<file path="src/rtl/forth_pkg.sv">
// rtl/forth_pkg.sv - shared Forth opcode, ASCII and FSM definitions
package forth_pkg;

    typedef enum logic [3:0] {
        OP_IDLE     = 4'd0,
        OP_PUSH     = 4'd1,
        OP_POP      = 4'd2,
        OP_ADD      = 4'd3,
        OP_SUBTRACT = 4'd4,
        OP_MULTIPLY = 4'd5,
        OP_DIVIDE   = 4'd6,
        OP_DUP      = 4'd7,
        OP_ROT      = 4'd8,
        OP_SWAP     = 4'd9
    } op_t;

    localparam int OP_LAST = 9;

    localparam logic [7:0] ASCII_SPACE = 8'h20;
    localparam logic [7:0] ASCII_ZERO  = 8'h30;
    localparam logic [7:0] ASCII_A     = 8'h41;

    typedef enum logic [1:0] {
        ST_IDLE = 2'd0,
        ST_EMIT = 2'd1,
        ST_SEP  = 2'd2
    } state_t;

    // Length of a fixed-text word; PUSH is variable and handled separately.
    function automatic logic [2:0] word_len(input op_t op);
        logic [2:0] n;
        n = 3'd0;
        case (op)
            OP_POP, OP_ADD, OP_SUBTRACT, OP_MULTIPLY, OP_DIVIDE: n = 3'd1;
            OP_DUP, OP_ROT: n = 3'd3;
            OP_SWAP: n = 3'd4;
            default: n = 3'd0;
        endcase
        return n;
    endfunction

    // Character at index idx, counting down so idx 0 is the last character.
    function automatic logic [7:0] word_char(input op_t op, input logic [1:0] idx);
        logic [7:0] c;
        c = ASCII_SPACE;
        case (op)
            OP_POP:      c = 8'h2E;
            OP_ADD:      c = 8'h2B;
            OP_SUBTRACT: c = 8'h2D;
            OP_MULTIPLY: c = 8'h2A;
            OP_DIVIDE:   c = 8'h2F;
            OP_DUP: begin
                case (idx)
                    2'd2:    c = 8'h44;
                    2'd1:    c = 8'h55;
                    default: c = 8'h50;
                endcase
            end
            OP_ROT: begin
                case (idx)
                    2'd2:    c = 8'h52;
                    2'd1:    c = 8'h4F;
                    default: c = 8'h54;
                endcase
            end
            OP_SWAP: begin
                case (idx)
                    2'd3:    c = 8'h53;
                    2'd2:    c = 8'h57;
                    2'd1:    c = 8'h41;
                    default: c = 8'h50;
                endcase
            end
            default: c = ASCII_SPACE;
        endcase
        return c;
    endfunction

endpackage

</file>
<file path="src/rtl/hex_digit.sv">
// rtl/hex_digit.sv - nibble to uppercase ASCII hex character
module hex_digit
    import forth_pkg::*;
(
    input  logic [3:0] nibble,
    output logic [7:0] ascii
);

    always_comb begin
        if (nibble < 4'd10) begin
            ascii = ASCII_ZERO + {4'd0, nibble};
        end else begin
            ascii = ASCII_A + {4'd0, nibble} - 8'd10;
        end
    end

endmodule

</file>
<file path="src/rtl/opcode_to_word.sv">
// rtl/opcode_to_word.sv - renders Forth opcodes as space-separated ASCII text
module opcode_to_word
    import forth_pkg::*;
#(
    parameter int DATA   = 32,
    parameter int OPCODE = 16
) (
    input  logic              i_clk,
    input  logic              i_reset,
    input  logic              i_valid,
    output logic              o_ready,
    input  logic [OPCODE-1:0] i_opcode,
    input  logic [DATA-1:0]   i_data,
    output logic [7:0]        o_char,
    output logic              o_char_valid,
    input  logic              i_char_ready,
    output logic              o_err
);

    localparam int NIB  = DATA / 4;
    localparam int IDXW = $clog2(NIB + 4);

    state_t          state_q, state_d;
    op_t             op_q, op_d, op_in, sel_op;
    logic [DATA-1:0] data_q, data_d, sel_data;
    logic [IDXW-1:0] idx_q, idx_d, sel_idx, first_idx, digits;
    logic [7:0]      char_d, hex_char, cur_char;
    logic            char_valid_d, err_d, known;
    logic [3:0]      nib_sel;

    assign o_ready = (state_q == ST_IDLE) && !i_reset;
    assign op_in   = op_t'(i_opcode[3:0]);
    assign known   = (i_opcode <= OPCODE'(OP_LAST));

    // Leading-zero scan: position of the most significant non-zero nibble.
    always_comb begin
        digits = IDXW'(1);
        for (int i = 0; i < NIB; i++) begin
            if (i_data[i*4 +: 4] != 4'd0) begin
                digits = IDXW'(i + 1);
            end
        end
    end

    assign first_idx = (op_in == OP_PUSH) ? digits - IDXW'(1)
                                          : IDXW'(word_len(op_in)) - IDXW'(1);

    assign nib_sel = 4'(sel_data >> {sel_idx, 2'b00});

    hex_digit u_hex_digit (
        .nibble (nib_sel),
        .ascii  (hex_char)
    );

    assign cur_char = (sel_op == OP_PUSH) ? hex_char : word_char(sel_op, sel_idx[1:0]);

    always_comb begin
        state_d      = state_q;
        op_d         = op_q;
        data_d       = data_q;
        idx_d        = idx_q;
        char_d       = o_char;
        char_valid_d = o_char_valid;
        err_d        = 1'b0;
        // Outside IDLE the mux looks one character ahead so o_char can be registered.
        sel_op       = op_q;
        sel_data     = data_q;
        sel_idx      = idx_q - IDXW'(1);
        case (state_q)
            ST_IDLE: begin
                sel_op       = op_in;
                sel_data     = i_data;
                sel_idx      = first_idx;
                char_valid_d = 1'b0;
                if (i_valid) begin
                    if (!known) begin
                        err_d = 1'b1;
                    end else if (op_in != OP_IDLE) begin
                        op_d         = op_in;
                        data_d       = i_data;
                        idx_d        = first_idx;
                        char_d       = cur_char;
                        char_valid_d = 1'b1;
                        state_d      = ST_EMIT;
                    end
                end
            end
            ST_EMIT: begin
                if (i_char_ready) begin
                    if (idx_q == '0) begin
                        char_d  = ASCII_SPACE;
                        state_d = ST_SEP;
                    end else begin
                        idx_d  = idx_q - IDXW'(1);
                        char_d = cur_char;
                    end
                end
            end
            ST_SEP: begin
                if (i_char_ready) begin
                    char_valid_d = 1'b0;
                    state_d      = ST_IDLE;
                end
            end
            default: begin
                char_valid_d = 1'b0;
                state_d      = ST_IDLE;
            end
        endcase
    end

    always_ff @(posedge i_clk or posedge i_reset) begin
        if (i_reset) begin
            state_q      <= ST_IDLE;
            op_q         <= OP_IDLE;
            data_q       <= '0;
            idx_q        <= '0;
            o_char       <= 8'h00;
            o_char_valid <= 1'b0;
            o_err        <= 1'b0;
        end else begin
            state_q      <= state_d;
            op_q         <= op_d;
            data_q       <= data_d;
            idx_q        <= idx_d;
            o_char       <= char_d;
            o_char_valid <= char_valid_d;
            o_err        <= err_d;
        end
    end

endmodule
</file>
<file path="config.mk">
export PLATFORM = sky130hd
export DESIGN_NAME = opcode_to_word
export DESIGN_NICKNAME = d
export VERILOG_FILES = /design/src/rtl/forth_pkg.sv /design/src/rtl/hex_digit.sv /design/src/rtl/opcode_to_word.sv
export SDC_FILE = /design/constraint.sdc
export NUM_CORES = 1
export LEC_CHECK = 0
export CAP_MARGIN = 20
export CORE_AREA = 2 2 71 106
export DETAILED_ROUTE_END_ITERATION = 12
export DIE_AREA = 0 0 73 108
export MAX_ROUTING_LAYER = met4
export PLACE_DENSITY = 0.81
export SLEW_MARGIN = 0
export SYNTH_ARGS = -nofsm -noshare
export SYNTH_HDL_FRONTEND = slang
export SYNTH_HIERARCHICAL = 1
export SYNTH_SLANG_ARGS = --single-unit
</file>
<file path="constraint.sdc">
create_clock -name i_clk -period 6.2 [get_ports i_clk]
set_clock_uncertainty 0.05 [all_clocks]
set_input_delay 0.62 -clock i_clk [delete_from_list [all_inputs] [get_ports i_clk]]
set_output_delay 0.62 -clock i_clk [all_outputs]
set_load 0.1 [all_outputs]
</file>
---- Yosys cells after proc, flatten, opt, wreduce, memory -nomap -nowiden ----
Memories as Yosys holds them, arrays and structs flattened.
Index checks and enable logic that the tools add are counted.
word-level totals
  flip-flop bits (word level) ............. 52
  ROM bits ................................ 48
  input port bits ......................... 52
  word-level logic and storage cells ...... 102
  memories kept ........................... 1
cells by class
  add/subtract/negate cells ............... 6
  order comparisons ....................... 2
  equality and inequality tests ........... 22
  shifts and indexed selects .............. 1
  mux-type cells .......................... 44
  bitwise operators ....................... 1
  reduce and logical (&&, ||, !) cells .... 18
memory list
  name              words  width  read ports  clocked after Yosys merged registers in  wr ports  line             RTL
  (name not given)  16     3      1           0                                        0         forth_pkg.sv:33  case (op)
operators by type and width
  operator                                                                 count
  4-bit 2-to-1 mux                                                         14
  8-bit 2-to-1 mux                                                         7
  7-bit case mux with 8 select lines                                       1
  32-bit 2-to-1 mux                                                        1
  4-bit nonzero test                                                       8
  32-bit by 6-bit >> shifter with 4-bit output                             1
  5-bit case mux with 2 select lines                                       2
  4-bit by 3-bit == test with 1-bit output (second input constant)         4
  16-bit by 4-bit <= comparator with 1-bit output (second input constant)  1
  8-bit case mux with 2 select lines                                       1
  5-bit case mux with 3 select lines                                       1
  2-bit 2-to-1 mux                                                         7
  2-bit inequality test (second input constant)                            6
  6-bit AND reduction                                                      2
  7-bit by 4-bit adder with 8-bit output (first input constant)            1
  4-bit by 1-bit == test with 1-bit output (second input constant)         2
  4-bit by 2-bit == test with 1-bit output (second input constant)         2
  4-bit == test (second input constant)                                    2
  4-bit case mux with 2 select lines                                       1
  4-bit by 1-bit subtractor with 4-bit output (second input constant)      2
  8-bit by 4-bit subtractor with 8-bit output (second input constant)      1
  6-bit by 4-bit adder with 7-bit output (first input constant)            1
  1-bit 2-to-1 mux                                                         7
  2-bit == test (second input constant)                                    3
  other kinds (15)                                                         16

---- Logic depth before layout (Yosys ltp) ----
Gate-level depths: netlist of run 1.
  depth after elaboration ................. 20
  gate-level depth with buffers ........... 21

---- Cells and area by module ----
The synthesis of run 1 kept the hierarchy.
modules (own cells, without submodules)
  module          instances  cells each  area each (um^2)  sequential area each (um^2)
  opcode_to_word  1          352         3538.4            1301.2
  hex_digit       1          16          105.1             0.0

---- Least setup slack after synthesis of run 1 ----
OpenSTA, ideal clock, no wires.
  path kind ............................... input -> register
  start ................................... input i_data[22]
  end ..................................... register o_char[2]
  arrival time ............................ 5.094 ns
  required time ........................... 6.024 ns
  path slack .............................. 0.930 ns
  cell stages on the path ................. 20
  buffers on the path ..................... 1
  cell sequence ........................... or4_4 o2111a_2 a21oi_4 inv_6 ha_1 or3b_1 clkbuf_1 nand2_1 clkinv_1 a21oi_1 a211oi_1 a211oi_1 inv_1 ha_1 nand2_2 mux2_1 and3_1 o21ai_0 o211ai_1 a221o_1
between the ends
  cells in the longest elaborated chain, start to end .. 16
  elaborated cells between the ends (all ways) .. 28
ends and longest elaborated chain
  what                                              line                   RTL
  from (decl)                                       opcode_to_word.sv:13   input logic [DATA-1:0] i_data,
  4-bit nonzero test (*)                            opcode_to_word.sv:39   if (i_data[i*4 +: 4] != 4'd0) begin
  4-bit 2-to-1 mux (*) (3 in a row)                 opcode_to_word.sv:39
  4-bit by 1-bit subtractor with 4-bit output (*)   opcode_to_word.sv:45   assign first_idx = (op_in == OP_PUSH) ? digits - IDXW'(1)
  4-bit 2-to-1 mux (*)                              opcode_to_word.sv:45
  4-bit 2-to-1 mux (*)                              opcode_to_word.sv:69   case (state_q)
  32-bit by 6-bit >> shifter with 4-bit output (*)  opcode_to_word.sv:48   assign nib_sel = 4'(sel_data >> {sel_idx, 2'b00});
  named net nib_sel[1]                              opcode_to_word.sv:29   logic [3:0] nib_sel;
  7-bit by 4-bit adder with 8-bit output            hex_digit.sv:13        ascii = ASCII_A + {4'd0, nibble} - 8'd10;
  8-bit by 4-bit subtractor with 8-bit output       hex_digit.sv:13
  8-bit 2-to-1 mux (*)                              hex_digit.sv:10        if (nibble < 4'd10) begin
  named net hex_char[2]                             opcode_to_word.sv:27   logic [7:0] char_d, hex_char, cur_char;
  8-bit 2-to-1 mux (*)                              opcode_to_word.sv:55   assign cur_char = (sel_op == OP_PUSH) ? hex_char : word_char(sel_op, sel_idx[1:0]);
  8-bit 2-to-1 mux                                  opcode_to_word.sv:78   end else if (op_in != OP_IDLE) begin
  8-bit 2-to-1 mux                                  opcode_to_word.sv:76   if (!known) begin
  8-bit 2-to-1 mux                                  opcode_to_word.sv:75   if (i_valid) begin
  8-bit case mux with 2 select lines (*)            opcode_to_word.sv:69
  to (signal assigned)                              opcode_to_word.sv:126  o_char <= char_d;
  to (decl)                                         opcode_to_word.sv:14   output logic [7:0] o_char,
The timed path passes the listed nets; every way through them passes the cells marked *. The select of a mux whose other input is x is not followed.
A chain may end at the register's enable or synchronous reset.

---- Worst setup path after layout of run 1 ----
Same ends and word-level chain as after synthesis.

==> results of run 1 <==
[cell type report]
cell class | count | area [um^2]
Tap cell | 78 | 97.6
Fill cell | 566 | 2420
Inverter | 11 | 46.3
Timing Repair Buffer | 72 | 708
Clock inverter | 2 | 38.8
Multi-Input combinational cell | 284 | 2210
Clock buffer | 6 | 72.6
Sequential cell | 52 | 1300
[through the flow]
step / setup slack, ns / hold slack (ns) / cell area, um^2
after CTS: 0.607 / 0.447 / 4460
after global placement: 0.465 / 0.412 / 4350
after detailed placement: 0.262 / 0.424 / 4350
after global routing: 0.200 / 0.468 / 4480
final: 0.501 / 0.436 / 4480
after floorplan: 0.930 / 0.425 / 3640
[Yosys cell counts (6+ instances only)]
cell type  instances
nor4_1            10
nor2_1            32
mux2i_1           19
nor3_1             8
mux2_2            39
or4_1              6
clkbuf_1          14
nand3_1            7
a21oi_1           15
o211ai_1           6
dfrtp_1           52
a211oi_1           9
inv_1              8
o21ai_0           15
nand2_1           19
[power breakdown]
part           total, mW  internal (mW)  switching, mW
sequential         0.347          0.342        0.00482
combinational      0.203         0.0903          0.113
clock              0.237          0.122          0.115
total              0.787          0.554          0.233
[worst paths after layout]
kind | start | endpoint | slack [ns] | cells after the start
setup / recovery | i_data[22] | o_char[2]$_DFFE_PP0P_ | 0.50 | 20
hold / removal | o_char[3]$_DFFE_PP0P_ | o_char[3]$_DFFE_PP0P_ | 0.44 | 2
setup reg to reg | idx_q[0]$_DFFE_PP0P_ | o_char[2]$_DFFE_PP0P_ | 1.47 | 16
hold reg to reg | o_char[3]$_DFFE_PP0P_ | o_char[3]$_DFFE_PP0P_ | 0.44 | 2
max in group asynchronous | i_reset | data_q[26]$_DFFE_PP0P_ | 5.00 | 3
min in group asynchronous | i_reset | data_q[6]$_DFFE_PP0P_ | 0.59 | 2
[critical path: cells and delay by family]
family,cells,cell delay [ns]
AO/OA/AOI/OAI,8,1.84
adder cells (fa/ha/maj),2,0.55
buffers and inverters,4,0.98
multiplexers,1,0.30
AND/OR/NAND/NOR,5,1.56
[per-layer routing]
| layer | routed length, um | share of wire | vias to the layer above | global-route usage |
|---|---|---|---|---|
| met5 | 0 | 0 | - | - |
| met4 | 372 | 0.038 | 0 | 0.124 |
| met3 | 406 | 0.042 | 29 | 0.0382 |
| met2 | 5290 | 0.54 | 134 | 0.461 |
| met1 | 3710 | 0.38 | 1581 | 0.296 |
| li1 | - | - | 1527 | - |
[cell usage in the layout (no fill, tap or decap), drive strengths merged, types with 4 or more instances in the layout]
| cell type | netlist | layout |
|---|---|---|
| nor3 | 8 | 8 |
| inv | 10 | 11 |
| nor4 | 11 | 11 |
| o21ai | 21 | 21 |
| mux2i | 20 | 20 |
| o22ai | 4 | 4 |
| nor2 | 32 | 32 |
| nor3b | 4 | 4 |
| a211oi | 9 | 9 |
| dfrtp | 52 | 52 |
| buf | 7 | 10 |
| or4 | 8 | 8 |
| ha | 4 | 4 |
| a21oi | 16 | 16 |
| nand3 | 7 | 7 |
| mux2 | 45 | 45 |
| nor2b | 5 | 5 |
| clkdlybuf4s50 | 0 | 62 |
| o211ai | 10 | 10 |
| nand2 | 20 | 20 |
| clkbuf | 14 | 6 |
[state kept, by name, summed over array words and instances, names as in the netlist]
name / count
idx_q: 4
o_char: 8
data_q: 32
o_char_valid: 1
op_q: 4
state_q: 2
o_err: 1
[cell families (layout without fill, tap and decap cells)]
kind of cell | after synthesis | after routing
compound gates | 97 | 97
fa+ha+maj | 4 | 4
mux | 68 | 68
simple gates | 110 | 110
buf+inv | 32 | 91
flops | 52 | 52
xor+xnor | 4 | 4
other cells | 1 | 1
==> PnR_summary.wiki, run 1 <==
{| class="wikitable"
! Metric !! Value
|-
| Result of the run || completed
|-
| Count of antenna-violating nets left after detailed routing || 0
|-
| Antenna violations before repair || 0
|-
| Top-Level Pins || 63
|-
| Setup repair after global routing missed its margin || false
|-
| Number of standard cells in the layout, taps in and fillers out || 505
|-
| Synth area leaders || dfrtp_1 36%, mux2_2 12%, mux2i_1 5.2%
|-
| Leakage power || 1.87 nW
|-
| Clock tree from TritonCTS || done
|-
| 1st-pass router iterations || 5
|-
| Area of the die || 7880 um^2
|-
| Wire length of the first global-routing pass || 15900 um
|-
| Simple-gate portion of the synthesized area || 0.161
|-
| Worst vdd ir || 135 uV
|-
| Overflow left after global routing || 0
|-
| Max-Cap Viols || 0
|-
| CTS Root Buffer Type || clkbuf_8
|-
| Number of storage elements in the synthesis netlist || 52
|-
| Pins Over Slew Limit || 0
|-
| Antenna Cells || 0
|-
| Post-CTS Setup Repair Bufs || 0
|-
| Synthesized-area fraction occupied by xor and xnor cells || 0.00962
|-
| Crit path time final || 5.70 ns
|-
| Chip Height || 108 um
|-
| Final Wtd Congestion || 0.980
|-
| Worst slew slack as a fraction of its limit || 0.293
|-
| Setup TNS after final layout || 0 ns
|-
| Number of synthesized flops with an enable pin || 0
|-
| Routed len/inst || 19.4 um
|-
| Final HPWL DP || 7390 um
|-
| Clock sink total || 52
|-
| Synthesized cell area || 3640 um^2
|-
| Transition time of the tightest slew-check pin || 1.06 ns
|-
| Number of instances in the placed design || 496
|-
| Via-per-instance ratio || 6.48
|-
| Detailed Route WL || 9780 um
|-
| Final setup violation count || 0
|-
| Resized Gates After CTS || 0
|-
| Top_reg_cell synth || dfrtp_1
|-
| Maximum level of the CTS H-tree || 2
|-
| Portion of the clock cycle consumed by the worst path in the final layout || 0.919
|-
| Worst endpoint required time || 6.35 ns
|-
| Cell taking the most area after synthesis || dfrtp_1
|-
| Arrival time at the worst endpoint || 5.85 ns
|-
| Vias || 3271
|-
| Synth-to-layout area growth || 22.9%
|-
| Worst-skew pair later-pin latency || 0.31 ns
|-
| Num rows || 37
|-
| Layout cell share with drive strength beyond 1 || 0.199
|-
| Pin count of the biggest net entering global routing || 53
|-
| Critical path cell sequence || clkdlybuf4s50_1 -> or4_4 -> o2111a_2 -> a21oi_4 -> inv_6 -> ha_1 -> or3b_1 -> nand2_1 -> clkinv_1 -> a21oi_1 -> a211oi_1 -> a211oi_1 -> inv_1 -> ha_1 -> nand2_2 -> mux2_1 -> and3_1 -> o21ai_0 -> o211ai_1 -> a221o_1
|-
| Type of the tightest min-delay check || reg2reg
|-
| Fraction of the core area covered by cells at the end of the flow || 0.649
|-
| Cell Pwr Density || 176 nW/um^2
|-
| Die W || 73 um
|-
| Number of design rule violations left after detail routing || 0
|-
| Initial core utilization || 0.528
|-
| Async SR Flop Fraction || 1.00
|-
| Synthesized Nets || 424
|-
| Kind of end point of the critical path || flip-flop
|-
| Final Hold Vio Count || 0
|-
| Count of routing violations after the opening detailed-route iteration || 244
|-
| Mean instance size in the synthesized netlist || 9.90 um^2
|-
| Number of nets in the layout || 482
|-
| Fmax || 0.175 GHz
|-
| Vias in the first global route || 3300
|-
| Overall power consumption || 0.787 mW
|-
| Post-Synth Adder-Cell Area || 0.0137
|-
| Clock transition at the registers of the reported paths || 0.10 ns
|-
| Largest stage delay on the critical path || 0.60 ns
|-
| Global Route Usage Sum || 0.267
|-
| Fraction of post-synthesis cell area in the top cell type by area || 0.357
|-
| Mux share of post-synthesis cell area || 0.217
|-
| Number of buffers added on ports || 62
|-
| Synth cell types || 74
|-
| Setup CP Type || in2reg
|-
| Clock buffer count from CTS || 5
|-
| Cts hold-fix bufs || 0
|-
| Number of warnings issued by yosys || 6
|-
| Combinational family with the most area after synthesis || multiplexers
|-
| Critical path launch point type || input pin
|-
| Max Root-Sink Buffers || 2
|-
| Top fanout value on the critical path || 10
|-
| Compound-Gate Fraction of Synth Area || 0.204
|-
| Synth Instances || 368
|-
| Highest-delay cell along the critical path || or4_4
|-
| Total core area || 6900 um^2
|-
| Sequential element share of the synthesized area || 0.357
|}
No activity file was read; power rests on OpenSTA's default activity.
==> run 2, diff against run 1 <==
--- a/config.mk
+++ b/config.mk
@@ -5,8 +5,10 @@
 export SDC_FILE = /design/constraint.sdc
 export NUM_CORES = 1
 export LEC_CHECK = 0
+export ABC_AREA = 1
 export CAP_MARGIN = 20
 export CORE_AREA = 2 2 71 106
+export CTS_BUF_LIST = sky130_fd_sc_hd__clkbuf_4 sky130_fd_sc_hd__clkbuf_8 sky130_fd_sc_hd__clkbuf_16
 export DETAILED_ROUTE_END_ITERATION = 12
 export DIE_AREA = 0 0 73 108
 export MAX_ROUTING_LAYER = met4
==> run 2 against run 1 <==
Against the previous run:
- critical path depth grew 2
- combinational power grew to 9.1 times the previous value
- area after synthesis grew 0.21%
- sequential share of layout area grew 0.70 points
- wire length shrank 11%
- utilization shrank 1.5 points
- sequential power grew 66%
- worst hold slack is essentially flat
- largest cell class unchanged
- highest routed layer unchanged
==> PnR_summary.wiki, run 2 <==
{| class="wikitable"
! Metric !! Value
|-
| Number of nets in the layout || 662 (+37%)
|-
| Cell Pwr Density || 609 nW/um^2 (+250%)
|-
| Sequential element share of the synthesized area || 0.356 (-0.000734)
|-
| Num rows || 37 (unchanged)
|-
| Fillers || 663 (+17%)
|-
| Synthesized cell area || 3650 um^2 (+0.21%)
|-
| Max reg flops || 32 (unchanged)
|-
| Clock sink total || 52 (unchanged)
|-
| Final HPWL DP || 6610 um (-11%)
|-
| Global Route Usage Sum || 0.255 (-0.0114)
|-
| Combinational family with the most area after synthesis || simple AND/OR/NAND/NOR gates
|-
| Vias || 3606 (+10%)
|-
| Top_reg_cell synth || dfrtp_1
|-
| Arrival time at the worst endpoint || 4.04 ns (-1.81 ns)
|-
| DP Worst Slack || 2.03 ns (+1.77 ns)
|-
| Post-Synth Adder-Cell Area || 0.0137 (-0.0000282)
|-
| Clock buffer count from CTS || 5 (unchanged)
|-
| Number of synthesized flops with an enable pin || 0 (unchanged)
|-
| Cts hold-fix bufs || 0 (unchanged)
|-
| Area of the die || 7880 um^2 (unchanged)
|-
| Worst vdd ir || 338 uV (+150%)
|-
| Overflow left after global routing || 0 (unchanged)
|-
| Pins Over Slew Limit || 0 (unchanged)
|-
| Leakage power || 2.17 nW (+16%)
|-
| Antenna violations before repair || 0 (unchanged)
|-
| Type of the tightest min-delay check || reg2reg
|-
| Commonest non-fill, non-tap cell in the layout || nand2_1
|-
| Total core area || 6900 um^2 (unchanged)
|-
| Post-CTS Setup Repair Bufs || 0 (unchanged)
|-
| Biggest registers after layout || data_q (32), o_char (8)
|-
| Overall power consumption || 2.66 mW (+240%)
|-
| Worst slew slack as a fraction of its limit || 0.345 (+0.0524)
|-
| Clock tree from TritonCTS || done
|-
| Fraction of post-synthesis cell area in the top cell type by area || 0.356 (-0.000734)
|-
| Final setup violation count || 0 (unchanged)
|-
| Antenna Cells || 0 (unchanged)
|-
| Synth cell types || 38 (-49%)
|-
| Most frequently used cell type in the post-synthesis netlist || nand2_1
|-
| CTS Root Buffer Type || clkbuf_8
|-
| Clock transition at the registers of the reported paths || 0.09 ns (about the same)
|-
| Maximum level of the CTS H-tree || 2 (unchanged)
|-
| Number of storage elements in the synthesis netlist || 52 (unchanged)
|-
| Register with the most flip-flops || data_q
|-
| Routed len/inst || 12.8 um (-34%)
|-
| Resized Gates After CTS || 0 (unchanged)
|-
| Count of routing violations after the opening detailed-route iteration || 280 (+15%)
|-
| Mux share of post-synthesis cell area || 0.00308 (-0.214)
|-
| Result of the run || completed
|-
| Crit path time final || 3.89 ns (-1.81 ns)
|-
| Pin count of the biggest net entering global routing || 74 (+40%)
|-
| Final Hold Vio Count || 0 (unchanged)
|-
| Top cells by count, synth || 182 x nand2_1, 56 x inv_1, 55 x nor2_1
|-
| Compound-Gate Fraction of Synth Area || 0.154 (-0.0501)
|-
| Top library cells by usage in the layout, fill and taps aside || 182 x nand2_1, 62 x clkdlybuf4s50_1, 55 x inv_1, 55 x nor2_1, 52 x dfrtp_1
|-
| Worst-skew pair later-pin latency || 0.32 ns (about the same)
|-
| Setup slack on the worst flop-to-flop path || 2.37 ns (+0.90 ns)
|-
| Die W || 73 um (unchanged)
|-
| Mean instance size in the synthesized netlist || 6.58 um^2 (-34%)
|-
| Count of antenna-violating nets left after detailed routing || 0 (unchanged)
|-
| Wire length of the first global-routing pass || 15600 um (-1.9%)
|-
| Synthesized-area fraction occupied by xor and xnor cells || 0.00720 (-0.00242)
|-
| Setup repair after global routing missed its margin || false
|-
| Initial core utilization || 0.529 (+0.00109)
|-
| Final Wtd Congestion || 0.947 (-3.4%)
|-
| Fmax || 0.257 GHz (+47%)
|-
| Chip Height || 108 um (unchanged)
|-
| Max Root-Sink Buffers || 2 (unchanged)
|-
| Kind of end point of the critical path || flip-flop
|-
| Max-Cap Viols || 0 (unchanged)
|-
| Fraction of the core area covered by cells at the end of the flow || 0.634 (-0.0152)
|-
| Async SR Flop Fraction || 1.00 (unchanged)
|-
| Vias in the first global route || 3593 (+8.9%)
|-
| Top fanout value on the critical path || 14 (+4)
|-
| Cell taking the most area after synthesis || dfrtp_1
|-
| Layout cell share with drive strength beyond 1 || 0.0741 (-0.125)
|-
| 1st-pass router iterations || 5 (unchanged)
|-
| Number of warnings issued by yosys || 6 (unchanged)
|-
| Number of buffers added on ports || 62 (unchanged)
|-
| Synth Instances || 555 (+51%)
|-
| Portion of the clock cycle consumed by the worst path in the final layout || 0.627 (-0.293)
|-
| Simple-gate portion of the synthesized area || 0.356 (+0.195)
|-
| Critical path launch point type || input pin
|-
| Via-per-instance ratio || 5.26 (-19%)
|-
| Synth-to-layout area growth || 19.8%
|-
| Number of design rule violations left after detail routing || 0 (unchanged)
|-
| Transition time of the tightest slew-check pin || 0.979 ns (-0.0816 ns)
|-
| Top-Level Pins || 63 (unchanged)
|-
| Fin worst setup slack || 2.31 ns (+1.81 ns)
|-
| Synth area leaders || dfrtp_1 36%, nand2_1 19%, inv_1 5.8%
|-
| Setup CP Type || in2reg
|-
| Detailed Route WL || 8740 um (-11%)
|-
| Setup TNS after final layout || 0 ns (unchanged)
|-
| Worst endpoint required time || 6.36 ns (about the same)
|-
| Synthesized Nets || 611 (+44%)
|}
[run 2: layout make-up]
cell class,count,area [um^2],share of cell area
multi-input cells,414,1950,0.446
flip-flops and latches,52,1300,0.298
clock buffers,6,76.3,0.0175
well taps,78,97.6,0.0223
repair buffers,65,656,0.150
inverters,68,255,0.0584
clock inverters,2,35.0,0.00801
[run 2: cell families (layout without fill, tap and decap cells)]
group / count (synthesis) / in the layout
flip-flops: 52 / 52
AND/OR/NAND/NOR: 301 / 301
XOR/XNOR: 3 / 3
adder cells (fa/ha/maj): 4 / 4
buffers and inverters: 89 / 141
other: 1 / 1
AO/OA/AOI/OAI: 104 / 104
multiplexers: 1 / 1
[run 2: path summary, 6_finish.rpt]
| kind | start | to | cells past startpoint |
|---|---|---|---|
| setup / recovery | i_opcode[1] | o_char[1]$_DFFE_PP0P_ | 22 |
| hold / removal | o_char[4]$_DFFE_PP0P_ | o_char[4]$_DFFE_PP0P_ | 2 |
| setup reg to reg | state_q[1]$_DFFE_PP0P_ | o_char[1]$_DFFE_PP0P_ | 18 |
| hold reg to reg | o_char[4]$_DFFE_PP0P_ | o_char[4]$_DFFE_PP0P_ | 2 |
| max in group asynchronous | i_reset | data_q[24]$_DFFE_PP0P_ | 3 |
| min in group asynchronous | i_reset | o_char[5]$_DFFE_PP0P_ | 2 |
[run 2: worst max-delay path, stage by stage]
cell and delay (ns):
clkdlybuf4s50_1 0.54, inv_1 0.10, o31ai_1 0.26, o21ai_0 0.18, nand2_1 0.12, inv_1 0.05
ha_1 0.28, inv_1 0.07, nand2_1 0.06, o21ai_2 0.27, inv_2 0.19, nand2_1 0.11
nand2_1 0.05, nand2_1 0.05, nand2_1 0.04, nor2_1 0.22, inv_1 0.10, ha_1 0.28
nand3b_1 0.09, nand2_1 0.05, a211oi_1 0.22, o21ai_1 0.08
[run 2: through the flow]
| stage | instance area [um^2] | std cells | hold WS [ns] |
|---|---|---|---|
| 3_3_place_gp | 4240 | 676 | 0.416 |
| 4_1_cts | 4370 | 685 | 0.439 |
| 6_report | 4370 | 685 | 0.436 |
| 5_1_grt | 4370 | 685 | 0.472 |
| 3_5_place_dp | 4260 | 677 | 0.415 |
| 2_1_floorplan | 3650 | 555 | 0.404 |
[run 2: routing by layer]
metal  global-route usage  up-vias  part of all wire
met5                    -        -                 0
met2                0.427       72              0.52
met4                0.130        0             0.032
li1                     -     1859                 -
met3               0.0373       24             0.031
met1                0.292     1651              0.41
[run 2: where the power goes]
group / internal (mW) / switching (mW) / leakage, nW
sequential: 0.495 / 0.0818 / 0.651
combinational: 0.573 / 1.27 / 1.46
clock: 0.124 / 0.117 / 0.0586
==> run 3, diff against run 2 <==
--- a/config.mk
+++ b/config.mk
@@ -7,12 +7,12 @@
 export LEC_CHECK = 0
 export ABC_AREA = 1
 export CAP_MARGIN = 20
-export CORE_AREA = 2 2 71 106
+export CORE_AREA = 2 2 74 111
 export CTS_BUF_LIST = sky130_fd_sc_hd__clkbuf_4 sky130_fd_sc_hd__clkbuf_8 sky130_fd_sc_hd__clkbuf_16
 export DETAILED_ROUTE_END_ITERATION = 12
-export DIE_AREA = 0 0 73 108
+export DIE_AREA = 0 0 76 113
 export MAX_ROUTING_LAYER = met4
-export PLACE_DENSITY = 0.81
+export PLACE_DENSITY = 0.78
 export SLEW_MARGIN = 0
 export SYNTH_ARGS = -nofsm -noshare
 export SYNTH_HDL_FRONTEND = slang
==> constraint.sdc (replaced) <==
create_clock -name i_clk -period 3.4 [get_ports i_clk]
set_clock_uncertainty 0.05 [all_clocks]
set_input_delay 0.34 -clock i_clk [delete_from_list [all_inputs] [get_ports i_clk]]
set_output_delay 0.34 -clock i_clk [all_outputs]
set_load 0.1 [all_outputs]
==> run 3 against run 2 <==
Against the previous run:
- highest routed layer unchanged
- combinational power rose by 110%
- sequential share of layout area fell by 2.1 points
- flip-flop and latch count did not move
- sequential power rose by 84%
- utilization fell by 1.2 points
- via count rose by 1.6%
- largest power group unchanged
- non-clock buffer count rose by 23
- first-iteration DRC count rose by 15%
- worst hold slack got worse by 0.12 ns
- worst setup slack got worse by 2.1 ns
- final area rose by 7.6%
- final cell count rose by 6.9%
- critical path type unchanged
==> PnR_summary.wiki, run 3 (same netlist as run 2, synthesis figures left out) <==
{| class="wikitable"
! Metric !! Value
|-
| Result of the run || completed
|-
| Num rows || 39 (+5.4%)
|-
| Antenna Cells || 0 (unchanged)
|-
| Most common cell type on the critical path || nand2_1
|-
| Die W || 76 um (+4.1%)
|-
| Worst vdd ir || 677 uV (+100%)
|-
| Critical path launch point type || input pin
|-
| Count of routing violations after the opening detailed-route iteration || 323 (+15%)
|-
| Number of nets in the layout || 685 (+3.5%)
|-
| Setup CP Type || in2reg
|-
| Total core area || 7560 um^2 (+9.6%)
|-
| Chip Height || 113 um (+4.6%)
|-
| Count of antenna-violating nets left after detailed routing || 0 (unchanged)
|-
| Register with the most flip-flops || data_q
|-
| Vias || 3663 (+1.6%)
|-
| Leakage power || 2.32 nW (+6.8%)
|-
| Final HPWL DP || 6880 um (+4.1%)
|-
| Maximum level of the CTS H-tree || 2 (unchanged)
|-
| 1st-pass router iterations || 4 (-1)
|-
| Final Hold Vio Count || 0 (unchanged)
|-
| Portion of the clock cycle consumed by the worst path in the final layout || 0.950
|-
| Worst endpoint required time || 3.53 ns (-2.83 ns)
|-
| Type of the tightest min-delay check || in2async
|-
| Fin worst setup slack || 0.170 ns (-2.15 ns)
|-
| Number of instances in the placed design || 722 (+6.6%)
|-
| Kind of end point of the critical path || flip-flop
|-
| Synth-to-layout area growth || 28.9%
|-
| Global Route Usage Sum || 0.231 (-0.0245)
|-
| Clock sink total || 52 (unchanged)
|-
| Detailed Route WL || 8990 um (+2.8%)
|-
| Initial core utilization || 0.483 (-0.0466)
|-
| DP Worst Slack || -0.148 ns (-2.18 ns)
|-
| Worst-skew pair later-pin latency || 0.30 ns (-0.02 ns)
|-
| Number of design rule violations left after detail routing || 0 (unchanged)
|-
| Fmax || 0.310 GHz
|-
| Number of buffers added on ports || 62 (unchanged)
|-
| CTS Root Buffer Type || clkbuf_16
|-
| Overall power consumption || 5.44 mW (+100%)
|-
| Top library cells by usage in the layout, fill and taps aside || 182 x nand2_1, 61 x clkdlybuf4s50_1, 52 x inv_1, 52 x dfrtp_1, 49 x nor2_1
|-
| Area of the die || 8590 um^2 (+8.9%)
|-
| Overflow left after global routing || 0 (unchanged)
|-
| Max-Cap Viols || 0 (unchanged)
|-
| Critical path cell sequence || clkdlybuf4s50_1 -> inv_1 -> o31ai_1 -> o21ai_1 -> nand2_1 -> inv_1 -> ha_1 -> inv_1 -> nand2_1 -> o21ai_2 -> inv_2 -> nand2_1 -> nand2_1 -> nand2_1 -> nand2_1 -> nor2_2 -> inv_2 -> ha_4 -> nand3b_1 -> nand2_1 -> a211oi_2 -> o21ai_1
|-
| Arrival time at the worst endpoint || 3.36 ns (-0.68 ns)
|-
| Highest-delay cell along the critical path || clkdlybuf4s50_1
|-
| Routed len/inst || 12.3 um (-3.8%)
|-
| Top fanout value on the critical path || 7 (-7)
|-
| Top-Level Pins || 63 (unchanged)
|-
| Antenna violations before repair || 0 (unchanged)
|-
| Clock tree from TritonCTS || done
|-
| Cell Pwr Density || 1150 nW/um^2 (+90%)
|-
| Crit path time final || 3.23 ns
|-
| Fraction of the core area covered by cells at the end of the flow || 0.622 (-0.0116)
|-
| Final setup violation count || 0 (unchanged)
|-
| Max Root-Sink Buffers || 2 (unchanged)
|-
| Pins Over Slew Limit || 0 (unchanged)
|-
| Final Wtd Congestion || 0.941 (-0.65%)
|-
| Vias in the first global route || 3635 (+1.2%)
|-
| Clock transition at the registers of the reported paths || 0.07 ns (-0.02 ns)
|-
| Via-per-instance ratio || 5.00 (-4.9%)
|-
| Wire length of the first global-routing pass || 15800 um (+1.4%)
|-
| Transition time of the tightest slew-check pin || 0.977 ns (-0.00147 ns)
|-
| Worst slew slack as a fraction of its limit || 0.346 (+0.000983)
|-
| Number of standard cells in the layout, taps in and fillers out || 732 (+6.9%)
|-
| Largest stage delay on the critical path || 0.55 ns (about the same)
|-
| Pin count of the biggest net entering global routing || 50 (-32%)
|-
| Cts hold-fix bufs || 0 (unchanged)
|-
| Biggest registers after layout || data_q (32), o_char (8)
|-
| Clock buffer count from CTS || 5 (unchanged)
|-
| Commonest non-fill, non-tap cell in the layout || nand2_1
|-
| Layout cell share with drive strength beyond 1 || 0.132 (+0.0576)
|-
| Max reg flops || 32 (unchanged)
|}
[run 3: cell types whose count changed in the layout (fill, tap and decap cells not counted), sizes merged]
cell / before / now
buf: 3 / 27
bufinv: 1 / 0
clkdlybuf4s50: 62 / 61
clkinv: 2 / 3
[run 3: layout make-up]
class                      instances  area (um^2)
multi-input combinational        414         2010
tap                              102          128
sequential                        52         1300
timing repair buffer              88          867
inverter                          68          255
clock inverter                     2         10.0
clock buffer                       6          139
fill                             694         2860
[run 3: through the flow]
step	hold slack, ns	setup TNS (ns)	area (um^2)
floorplan	0.404	0	3650
global placement	0.413	-0.0339	4460
detailed placement	0.419	-0.709	4480
CTS	0.334	0	4630
global route	0.364	-0.0651	4710
finish	0.320	0	4710
[run 3: metal layers]
metal  wire length [um]  global-route usage  part of all wire
met1               3630               0.254              0.40
met2               4820               0.415              0.54
met3                298              0.0351             0.033
met4                241              0.0970             0.027
met5                  0                   -                 0
[run 3: worst paths after layout]
check	startpoint	end	slack (ns)	depth (start not counted)
worst max-delay path	i_opcode[0]	o_char[1]$_DFFE_PP0P_	0.17	22
worst min-delay path	i_reset	data_q[15]$_DFFE_PP0P_	0.32	2
worst max register to register	state_q[1]$_DFFE_PP0P_	o_char[1]$_DFFE_PP0P_	0.55	17
worst min register to register	o_char[7]$_DFFE_PP0P_	o_char[7]$_DFFE_PP0P_	0.43	2
max in group asynchronous	i_reset	o_char[4]$_DFFE_PP0P_	2.45	3
min in group i_clk	o_char[7]$_DFFE_PP0P_	o_char[7]$_DFFE_PP0P_	0.43	2
[run 3: worst max-delay path, delay by kind of cell]
kind,cells,cell delay [ns]
AO/OA/AOI/OAI,5,0.76
adder cells (fa/ha/maj),2,0.54
buffers and inverters,6,0.97
AND/OR/NAND/NOR,9,0.75
[run 3: report_power, final]
part | leakage, nW | switching, mW | internal, mW
clock | 0.0766 | 0.228 | 0.291
combinational | 1.59 | 2.51 | 1.35
sequential | 0.651 | 0.152 | 0.904
[run 3: repair_timing]
| action | 4_1_cts | 5_1_grt |
|---|---|---|
| gates resized for setup | 0 | 19 |
| setup endpoints to repair | 0 | 7 |
| hold endpoints to repair | 0 | 0 |
| buffers inserted | 0 | 2 |
